## src/rtl/nn_loader_pkg.sv

```systemverilog
// Shared definitions for the neuron configuration loader: FSM states and
// the bit positions of the per-record header fields.
package nn_loader_pkg;

  typedef enum logic [2:0] {
    ST_IDLE = 3'd0,
    ST_HDR  = 3'd1,
    ST_WGT  = 3'd2,
    ST_BIAS = 3'd3,
    ST_SKIP = 3'd4
  } state_e;

  localparam int LAYER_MSB  = 31;
  localparam int LAYER_LSB  = 24;
  localparam int NEURON_MSB = 23;
  localparam int NEURON_LSB = 16;
  localparam int CNT_MSB    = 15;
  localparam int CNT_LSB    = 0;

endpackage

```

## src/rtl/nn_weight_loader.sv

```systemverilog
// Parses a stream of {header, weights, bias} neuron records and drives the
// broadcast configuration bus snooped by every neuron of the network.
module nn_weight_loader
  import nn_loader_pkg::*;
#(
  parameter int NUM_RECORDS = 30,
  parameter int MAX_WEIGHTS = 784,
  parameter int CNT_W       = 16
) (
  input  logic             clk,
  input  logic             rst,
  input  logic             start,
  input  logic             s_valid,
  output logic             s_ready,
  input  logic [31:0]      s_data,
  output logic             weightValid,
  output logic [31:0]      weightValue,
  output logic             biasValid,
  output logic [31:0]      biasValue,
  output logic [31:0]      config_layer_num,
  output logic [31:0]      config_neuron_num,
  output logic             busy,
  output logic             done,
  output logic             err,
  output logic [CNT_W-1:0] neuron_count
);

  localparam int LAYER_W  = LAYER_MSB - LAYER_LSB + 1;
  localparam int NEURON_W = NEURON_MSB - NEURON_LSB + 1;
  localparam logic [CNT_W:0]   MAX_N    = (CNT_W+1)'(MAX_WEIGHTS);
  localparam logic [CNT_W-1:0] LAST_REC = CNT_W'(NUM_RECORDS - 1);

  state_e                state_q, state_d;
  logic [CNT_W-1:0]      wcnt_q, wcnt_d;
  // One bit wider than the header count so N+1 (weights plus bias) never wraps.
  logic [CNT_W:0]        skip_q, skip_d;
  logic [CNT_W-1:0]      cnt_q, cnt_d;
  logic                  done_q, done_d;
  logic                  err_q, err_d;
  logic                  wvld_q, wvld_d;
  logic                  bvld_q, bvld_d;
  logic [31:0]           wval_q, wval_d;
  logic [31:0]           bval_q, bval_d;
  logic [LAYER_W-1:0]    layer_q, layer_d;
  logic [NEURON_W-1:0]   neuron_q, neuron_d;

  logic                  hs;
  logic                  rec_end;
  logic [CNT_W-1:0]      hdr_n;

  assign s_ready = (state_q != ST_IDLE) && !start;
  assign hs      = s_valid && s_ready;
  assign hdr_n   = CNT_W'(s_data[CNT_MSB:CNT_LSB]);

  always_comb begin
    state_d  = state_q;
    wcnt_d   = wcnt_q;
    skip_d   = skip_q;
    cnt_d    = cnt_q;
    done_d   = done_q;
    err_d    = err_q;
    wvld_d   = 1'b0;
    bvld_d   = 1'b0;
    wval_d   = wval_q;
    bval_d   = bval_q;
    layer_d  = layer_q;
    neuron_d = neuron_q;
    rec_end  = 1'b0;

    if (start) begin
      state_d = ST_HDR;
      wcnt_d  = '0;
      skip_d  = '0;
      cnt_d   = '0;
      err_d   = 1'b0;
      done_d  = 1'b0;
    end else begin
      case (state_q)
        ST_IDLE: ;
        ST_HDR: if (hs) begin
          if ({1'b0, hdr_n} > MAX_N) begin
            err_d   = 1'b1;
            skip_d  = {1'b0, hdr_n} + (CNT_W+1)'(1);
            state_d = ST_SKIP;
          end else begin
            layer_d  = s_data[LAYER_MSB:LAYER_LSB];
            neuron_d = s_data[NEURON_MSB:NEURON_LSB];
            wcnt_d   = hdr_n;
            state_d  = (hdr_n == '0) ? ST_BIAS : ST_WGT;
          end
        end
        ST_WGT: if (hs) begin
          wval_d = s_data;
          wvld_d = 1'b1;
          wcnt_d = wcnt_q - CNT_W'(1);
          if (wcnt_q == CNT_W'(1)) state_d = ST_BIAS;
        end
        ST_BIAS: if (hs) begin
          bval_d  = s_data;
          bvld_d  = 1'b1;
          rec_end = 1'b1;
        end
        ST_SKIP: if (hs) begin
          skip_d = skip_q - (CNT_W+1)'(1);
          if (skip_q == (CNT_W+1)'(1)) rec_end = 1'b1;
        end
        default: state_d = ST_IDLE;
      endcase

      // Completed and discarded records share the same end-of-session test.
      if (rec_end) begin
        cnt_d = cnt_q + CNT_W'(1);
        if (cnt_q == LAST_REC) begin
          state_d = ST_IDLE;
          done_d  = 1'b1;
        end else begin
          state_d = ST_HDR;
        end
      end
    end
  end

  always_ff @(posedge clk) begin
    if (rst) begin
      state_q  <= ST_IDLE;
      wcnt_q   <= '0;
      skip_q   <= '0;
      cnt_q    <= '0;
      done_q   <= 1'b0;
      err_q    <= 1'b0;
      wvld_q   <= 1'b0;
      bvld_q   <= 1'b0;
      wval_q   <= '0;
      bval_q   <= '0;
      layer_q  <= '0;
      neuron_q <= '0;
    end else begin
      state_q  <= state_d;
      wcnt_q   <= wcnt_d;
      skip_q   <= skip_d;
      cnt_q    <= cnt_d;
      done_q   <= done_d;
      err_q    <= err_d;
      wvld_q   <= wvld_d;
      bvld_q   <= bvld_d;
      wval_q   <= wval_d;
      bval_q   <= bval_d;
      layer_q  <= layer_d;
      neuron_q <= neuron_d;
    end
  end

  assign weightValid       = wvld_q;
  assign weightValue       = wval_q;
  assign biasValid         = bvld_q;
  assign biasValue         = bval_q;
  assign config_layer_num  = {{(32-LAYER_W){1'b0}}, layer_q};
  assign config_neuron_num = {{(32-NEURON_W){1'b0}}, neuron_q};
  assign busy              = (state_q != ST_IDLE);
  assign done              = done_q;
  assign err               = err_q;
  assign neuron_count      = cnt_q;

endmodule

```

## config.mk

```make
export PLATFORM = sky130hd
export DESIGN_NAME = nn_weight_loader
export DESIGN_NICKNAME = d
export VERILOG_FILES = /design/src/rtl/nn_loader_pkg.sv /design/src/rtl/nn_weight_loader.sv
export SDC_FILE = /design/constraint.sdc
export NUM_CORES = 1
export LEC_CHECK = 0
export ABC_CLOCK_PERIOD_IN_PS = 3000
export CAP_MARGIN = 30
export CORE_MARGIN = 8
export CORE_UTILIZATION = 40
export CTS_BUF_LIST = sky130_fd_sc_hd__clkbuf_8
export DETAILED_ROUTE_END_ITERATION = 12
export GPL_TIMING_DRIVEN = 0
export PLACE_DENSITY = 0.69
export SKIP_LAST_GASP = 1
export SYNTH_ARGS = -nofsm -noshare
export SYNTH_HDL_FRONTEND = slang
export SYNTH_SLANG_ARGS = --single-unit
```

## constraint.sdc

```tcl
create_clock -name clk -period 3 [get_ports clk]
set_input_delay 0.6 -clock clk [delete_from_list [all_inputs] [get_ports clk]]
set_output_delay 0.6 -clock clk [all_outputs]
set_load 0.1 [all_outputs]
```

Word level (Yosys, flattened, before mapping):

Index checks and enable logic that the tools add are counted.

* register bits after elaboration: 136
* output and inout bits: 150
* word-level logic and storage cells: 85

* add/sub/neg operators: 4
* $lt $le $gt $ge: 1
* eq/ne operators: 20
* multiplexer cells: 22
* bitwise operators: 4
* reduce and logical (&&, ||, !) cells: 21

Operators with widths (number)
* $mux 17: 3
* $mux 16: 3
* $pmux 17 s2: 1
* $pmux 16 s2: 1
* $reduce_and 4->1: 5
* $add 16x1->17 const B: 1
* $eq 17x1->1 const B: 1
* $sub 17x1->17 const B: 1
* $add 16x1->16 const B: 1
* $eq 16x1->1 const B: 1
* $eq 16x5->1 const B: 1
* $gt 16x10->1 const B: 1
* $logic_not 16->1: 1
* $sub 16x1->16 const B: 1
* $mux 3: 5
* $ne 4x4->1 const B: 3
* $ne 2x2->1 const B: 5
* $ne 3x3->1 const B: 3
* $pmux 3 s3: 1
* $reduce_and 3->1: 3
* $reduce_or 3->1: 3
* $mux 1: 7
* $eq 3x2->1 const B: 2
* $not 1->1: 4
* 12 further kinds: 14

Logic depth before layout (Yosys ltp):

Gate-level depths: netlist of run 1.

* depth after elaboration: 8
* gate-level depth with buffers: 10
* depth with buffers taken out: 8

Least setup slack after synthesis of run 1:

Ideal clock, no wire load.

* path type: flip-flop to output port
* start point: register state_q[0]
* end point: output s_ready
* arrival time: 1995 ps
* setup slack: 405 ps
* cell stages (with the launch flop): 4
* cell sequence: dfxtp_1 -> clkbuf_1 -> nor3_1 -> nor2_1

* longest elaborated chain between the ends: 2

Ends and longest elaborated chain
* start, declared: line nn_weight_loader.sv:33 `state_e state_q, state_d;`
* start signal, assigned: line nn_weight_loader.sv:138 `state_q <= state_d;`
* $reduce_bool 3->1: line nn_weight_loader.sv:51 `assign s_ready = (state_q != ST_IDLE) && !start;`
* $logic_and 1x1->1: line nn_weight_loader.sv:51
* end, declared: line nn_weight_loader.sv:14 `output logic s_ready,`

No other way between the ends.

Final worst setup path of run 1:

* start point: input s_data[0]
* end point: register layer_q[6]

* longest elaborated chain between the ends: 3

Ends and longest elaborated chain
* start, declared: line nn_weight_loader.sv:15 `input logic [31:0] s_data,`
* $gt 16x10->1: line nn_weight_loader.sv:81 `if ({1'b0, hdr_n} > MAX_N) begin`
* $not 1->1 (no line)
* $reduce_and 4->1 (no line)
* end signal, assigned: line nn_weight_loader.sv:148 `layer_q <= layer_d;`
* end, declared: line nn_weight_loader.sv:44 `logic [LAYER_W-1:0] layer_q, layer_d;`

No other way between the ends.
A chain may end at the register's enable or synchronous reset.

==> report_table.html, run 1 <==
<table>
<tr><th>Metric</th><th>Value</th></tr>
<tr><th colspan="2">Clocking</th></tr>
<tr><td>TritonCTS clock tree</td><td>done</td></tr>
<tr><td>TritonCTS Buffers</td><td>17</td></tr>
<tr><td>Root cell of the clock tree</td><td>clkbuf_8</td></tr>
<tr><td>Total number of H-tree levels</td><td>4</td></tr>
<tr><td>Clk buf depth</td><td>2</td></tr>
<tr><td>Post-cts hold buffer count</td><td>0</td></tr>
<tr><td>Worst skew pair latency</td><td>0.47 ns</td></tr>
<tr><td>Clock-pin slew of the registers on the worst-case setup and hold paths</td><td>~0.080 ns</td></tr>
<tr><td>TritonCTS Sinks</td><td>around 140</td></tr>
<tr><th colspan="2">Detailed routing</th></tr>
<tr><td>Count of TritonRoute iterations in the first routing pass</td><td>5</td></tr>
<tr><td>Total detailed-routing wirelength</td><td>between 20 and 25 mm</td></tr>
<tr><td>DRC</td><td>0</td></tr>
<tr><td>Post-DR wirelength/cell</td><td>between 15 and 20 um</td></tr>
<tr><td>Total number of vias</td><td>6741</td></tr>
<tr><td>Violation count after the first detailed-routing iteration</td><td>682</td></tr>
<tr><td>Vias per std cell</td><td>between 5 and 6</td></tr>
<tr><td>Antenna-violating nets left</td><td>0</td></tr>
<tr><th colspan="2">Synthesis</th></tr>
<tr><td>Sequential-to-total area share from yosys stat</td><td>between 40% and 50%</td></tr>
<tr><td>Async set-reset flop share out of synthesis</td><td>0%</td></tr>
<tr><td>Primary FF master, synth</td><td>dfxtp_1</td></tr>
<tr><td>Number of storage elements in the synthesis netlist</td><td>around 140</td></tr>
<tr><td>Cell type with the largest total area after synthesis</td><td>dfxtp_1</td></tr>
<tr><td>Number of enable flip-flop cells after synthesis</td><td>0</td></tr>
<tr><td>YS warnings</td><td>0</td></tr>
<tr><td>Summed instance area of the synthesized netlist</td><td>about 0.0067 mm^2</td></tr>
<tr><td>Synthesized instance count</td><td>881</td></tr>
<tr><td>Number of distinct library cells after synthesis</td><td>62</td></tr>
<tr><td>Yosys top cell area share</td><td>40.5%</td></tr>
<tr><td>Mean instance size in the synthesized netlist</td><td>approximately 7.6 um^2</td></tr>
<tr><td>Most area-consuming cells after synthesis</td><td>dfxtp_1 41%, nand2_1 12%, a21oi_1 8.0%</td></tr>
<tr><th colspan="2">Hold path</th></tr>
<tr><td>Type of the worst min-delay path</td><td>flop to flop</td></tr>
<tr><th colspan="2">Global route</th></tr>
<tr><td>Remaining global-route overflow</td><td>0</td></tr>
<tr><td>Wire length of the first global-routing pass</td><td>about 34 mm</td></tr>
<tr><td>GRT Resource Usage Total</td><td>about a fifth</td></tr>
<tr><td>Pin count of the biggest net entering global routing</td><td>17</td></tr>
<tr><td>Number of antenna violations at the first check in global routing</td><td>0</td></tr>
<tr><td>Via count of the first global-routing pass</td><td>slightly above 6000</td></tr>
<tr><th colspan="2">Finish</th></tr>
<tr><td>Share of cells above drive strength 1</td><td>between 10% and 20%</td></tr>
<tr><td>Most frequent cells in the layout</td><td>207 x nand2_1, 136 x dfxtp_1, 126 x clkdlybuf4s50_1</td></tr>
<tr><td>Final Net Count</td><td>1128</td></tr>
<tr><td>Diode count</td><td>0</td></tr>
<tr><td>Count of placed standard cells in the final layout, fillers left out</td><td>approximately 1300</td></tr>
<tr><td>Most common cell after layout, fill and taps aside</td><td>nand2_1</td></tr>
<tr><td>Area growth from synthesis to layout</td><td>34.3%</td></tr>
<tr><th colspan="2">Flow run</th></tr>
<tr><td>Max-cap viol count</td><td>0</td></tr>
<tr><th colspan="2">STA</th></tr>
<tr><td>Final Cycle Share</td><td>between 90 and 100%</td></tr>
<tr><td>Final Max Tran Viols</td><td>0</td></tr>
<tr><td>Setup violation total in the final timing report</td><td>0</td></tr>
<tr><td>Worst path setup slack after routing</td><td>between 0.15 and 0.2 ns</td></tr>
<tr><td>Final-report hold violation count</td><td>0</td></tr>
<tr><td>RSZ-0062 raised after global routing</td><td>false</td></tr>
<tr><td>Post-route clock skew</td><td>~0.011 ns</td></tr>
<tr><td>Shortest clock period the worst path allows after layout</td><td>around 2.8 ns</td></tr>
<tr><td>Worst-case headroom to the max-slew limit</td><td>around 31%</td></tr>
<tr><td>Highest Clock Rate</td><td>about 0.35 GHz</td></tr>
<tr><td>Worst-margin pin slew</td><td>1.04 ns</td></tr>
<tr><th colspan="2">Pwr</th></tr>
<tr><td>Total leakage power</td><td>3.32 nW</td></tr>
<tr><td>Worst voltage drop across the vdd grid</td><td>~0.24 mV</td></tr>
<tr><td>Power per cell area</td><td>between 400 and 500 mW/mm^2</td></tr>
<tr><th colspan="2">Setup path</th></tr>
<tr><td>CP max FO</td><td>10</td></tr>
<tr><td>Slowest stage cell on the critical path</td><td>or3b_2</td></tr>
<tr><td>CP Cell Sequence</td><td>dlygate4sd2_1, inv_1, ha_1, or3b_2, and4_1, nor4b_4, and2_1, buf_2, buf_2, nand2_1, a21oi_1</td></tr>
<tr><td>Max incr delay on CP</td><td>around 0.47 ns</td></tr>
<tr><td>Category of the worst setup path capture point</td><td>flop</td></tr>
<tr><td>Crit path arrival time</td><td>roughly 3.2 ns</td></tr>
<tr><td>Required time at the worst-slack endpoint</td><td>approximately 3.4 ns</td></tr>
<tr><td>Critical path type</td><td>input port to flop</td></tr>
<tr><td>Launching element type of the critical path</td><td>input port</td></tr>
<tr><td>Most repeated library cell on the critical path</td><td>buf_2</td></tr>
<tr><th colspan="2">Floorplan</th></tr>
<tr><td>Ports</td><td>roughly 190</td></tr>
<tr><td>Die width</td><td>approximately 150 um</td></tr>
<tr><td>Effective utilization at floorplan</td><td>slightly above 40%</td></tr>
<tr><td>Die area</td><td>around 0.021 mm^2</td></tr>
<tr><td>FP Rows</td><td>47</td></tr>
<tr><td>Die height</td><td>146 um</td></tr>
<tr><td>Placeable Area</td><td>0.0165 mm^2</td></tr>
<tr><th colspan="2">Place</th></tr>
<tr><td>DP Wirelength</td><td>16.1 mm</td></tr>
<tr><td># placed instances</td><td>roughly 1300</td></tr>
<tr><td>Buffers added on ports</td><td>130</td></tr>
<tr><td>GP Congestion</td><td>0.934</td></tr>
<tr><td>Worst setup timing slack at the placement stage</td><td>-0.685 ns</td></tr>
<tr><th colspan="2">Run status</th></tr>
<tr><td>Run status</td><td>finished, final reports clean</td></tr>
</table>
cell usage after synthesis, drive strengths merged, types with 7 or more instances:
| master | count |
|---|---|
| nand2 | 207 |
| dfxtp | 136 |
| a21oi | 108 |
| nor2 | 62 |
| buf | 59 |
| clkbuf | 52 |
| o21ai | 31 |
| nand3 | 19 |
| xor2 | 19 |
| nor3 | 16 |
| nor4 | 16 |
| inv | 15 |
| nand4 | 15 |
| a22oi | 12 |
| xnor2 | 10 |
| and3 | 9 |
| a211oi | 8 |
| ha | 8 |
| or3 | 8 |
| o22ai | 7 |
layer usage:
metal / part of all wire [%] / up-vias / track usage, %
li1: - / 3333 / -
met1: 42 / 3107 / 25.2
met2: 48 / 261 / 32.4
met3: 7.0 / 40 / 4.66
met4: 2.2 / 0 / 8.28
met5: 0 / - / 0
cell families (layout without fill, tap and decap cells):
logic type	after synthesis	in the layout	synth area share, %
compound gates	197	197	17.7
fa+ha+maj	8	8	1.49
mux	2	2	0.298
xor+xnor	29	29	3.78
flops	136	136	40.5
simple gates	382	382	26.0
other cells	1	48	0.0558
buf+inv	126	295	10.1
flip-flops by register name, summed over array words and instances (netlist names):
signal	cells
neuron_count	16
layer_q	8
wcnt_q	16
weightValid	1
weightValue	32
neuron_q	8
state_q	3
skip_q	17
done	1
biasValid	1
err	1
biasValue	32
power by group:
group	leakage (nW)	internal (mW)	switching, mW	total (mW)
Combinational	2.00	0.118	0.418	0.536
Clock	0.218	0.842	0.807	1.65
Sequential	1.10	1.81	0.00235	1.81
Total	3.32	2.77	1.23	3.99
worst paths after layout:
| check | to | slack, ns | depth (start not counted) | start |
|---|---|---|---|---|
| worst max-delay path | layer_q[6] | 0.16 | 11 | s_data[0] |
| worst min-delay path | weightValue[0] | 0.46 | 2 | weightValue[0] |
| worst max register to register | neuron_count[15] | 0.24 | 8 | state_q[1] |
| worst min register to register | weightValue[0] | 0.46 | 2 | weightValue[0] |
through the flow:
stage / total power [mW] / hold slack (ns) / util, % / cell area, um^2 / setup TNS (ns)
3_5_place_dp: 2.38 / 0.441 / 51.9 / 8580 / -20.13
3_3_place_gp: 2.38 / 0.439 / 51.3 / 8470 / -19.64
2_1_floorplan: 2.27 / 0.444 / - / 6890 / 0
5_1_grt: 4.12 / 0.472 / 54.6 / 9020 / 0
4_1_cts: 4.02 / 0.456 / 54.6 / 9020 / 0
6_report: 3.99 / 0.455 / 54.6 / 9020 / 0
final cells by class:
type	instances	area, um^2
Fill cell	1586	7500
Multi-Input combinational cell	666	3500
Sequential cell	136	2720
Timing Repair Buffer	137	1420
Buffer	111	626
Tap cell	220	275
Clock buffer	17	234
Clock inverter	15	186
Inverter	15	56.3
worst max-delay path, delay by kind of cell:
family | cells | cell delay (ns)
AND/OR/NAND/NOR | 5 | 1.35
buffers and inverters | 4 | 0.99
adder cells (fa/ha/maj) | 1 | 0.14
AO/OA/AOI/OAI | 1 | 0.14
repair_timing:
item	4_1_cts	5_1_grt
gates resized for setup	4	7
buffers inserted	3	0
cloned	0	0
setup endpoints to repair	25	12
pin swaps	1	0
Note: power is estimated with default switching activity, not from simulation.
==> run 2: changes to the inputs <==
--- a/config.mk
+++ b/config.mk
@@ -5,7 +5,7 @@
 export SDC_FILE = /design/constraint.sdc
 export NUM_CORES = 1
 export LEC_CHECK = 0
-export ABC_CLOCK_PERIOD_IN_PS = 3000
+export ABC_CLOCK_PERIOD_IN_PS = 3030
 export CAP_MARGIN = 30
 export CORE_MARGIN = 8
 export CORE_UTILIZATION = 40
==> constraint.sdc (replaced) <==
create_clock -name clk -period 3.03 [get_ports clk]
set_input_delay 0.606 -clock clk [delete_from_list [all_inputs] [get_ports clk]]
set_output_delay 0.606 -clock clk [all_outputs]
set_load 0.1 [all_outputs]
==> results of run 2 <==
The final DEF is identical to that of run 1. Status: finished, final reports clean.
Main changes from that run: setup slack after placement -0.685 ns -> -0.661 ns; setup slack after layout 0.160 ns -> 0.184 ns; register-to-register setup slack 0.24 ns -> 0.27 ns; total power 3.99 mW -> 3.95 mW; worst IR drop on VDD 0.242 mV -> 0.240 mV
==> run 3: changes to the inputs <==
--- a/config.mk
+++ b/config.mk
@@ -5,7 +5,6 @@
 export SDC_FILE = /design/constraint.sdc
 export NUM_CORES = 1
 export LEC_CHECK = 0
-export ABC_CLOCK_PERIOD_IN_PS = 3030
 export CAP_MARGIN = 30
 export CORE_MARGIN = 8
 export CORE_UTILIZATION = 40
==> results of run 3 <==
The final DEF is identical to that of run 1. Status: finished, final reports clean.
Main changes from that run: setup slack after placement -0.685 ns -> -0.661 ns; setup slack after layout 0.160 ns -> 0.184 ns; register-to-register setup slack 0.24 ns -> 0.27 ns; total power 3.99 mW -> 3.95 mW; worst IR drop on VDD 0.242 mV -> 0.240 mV
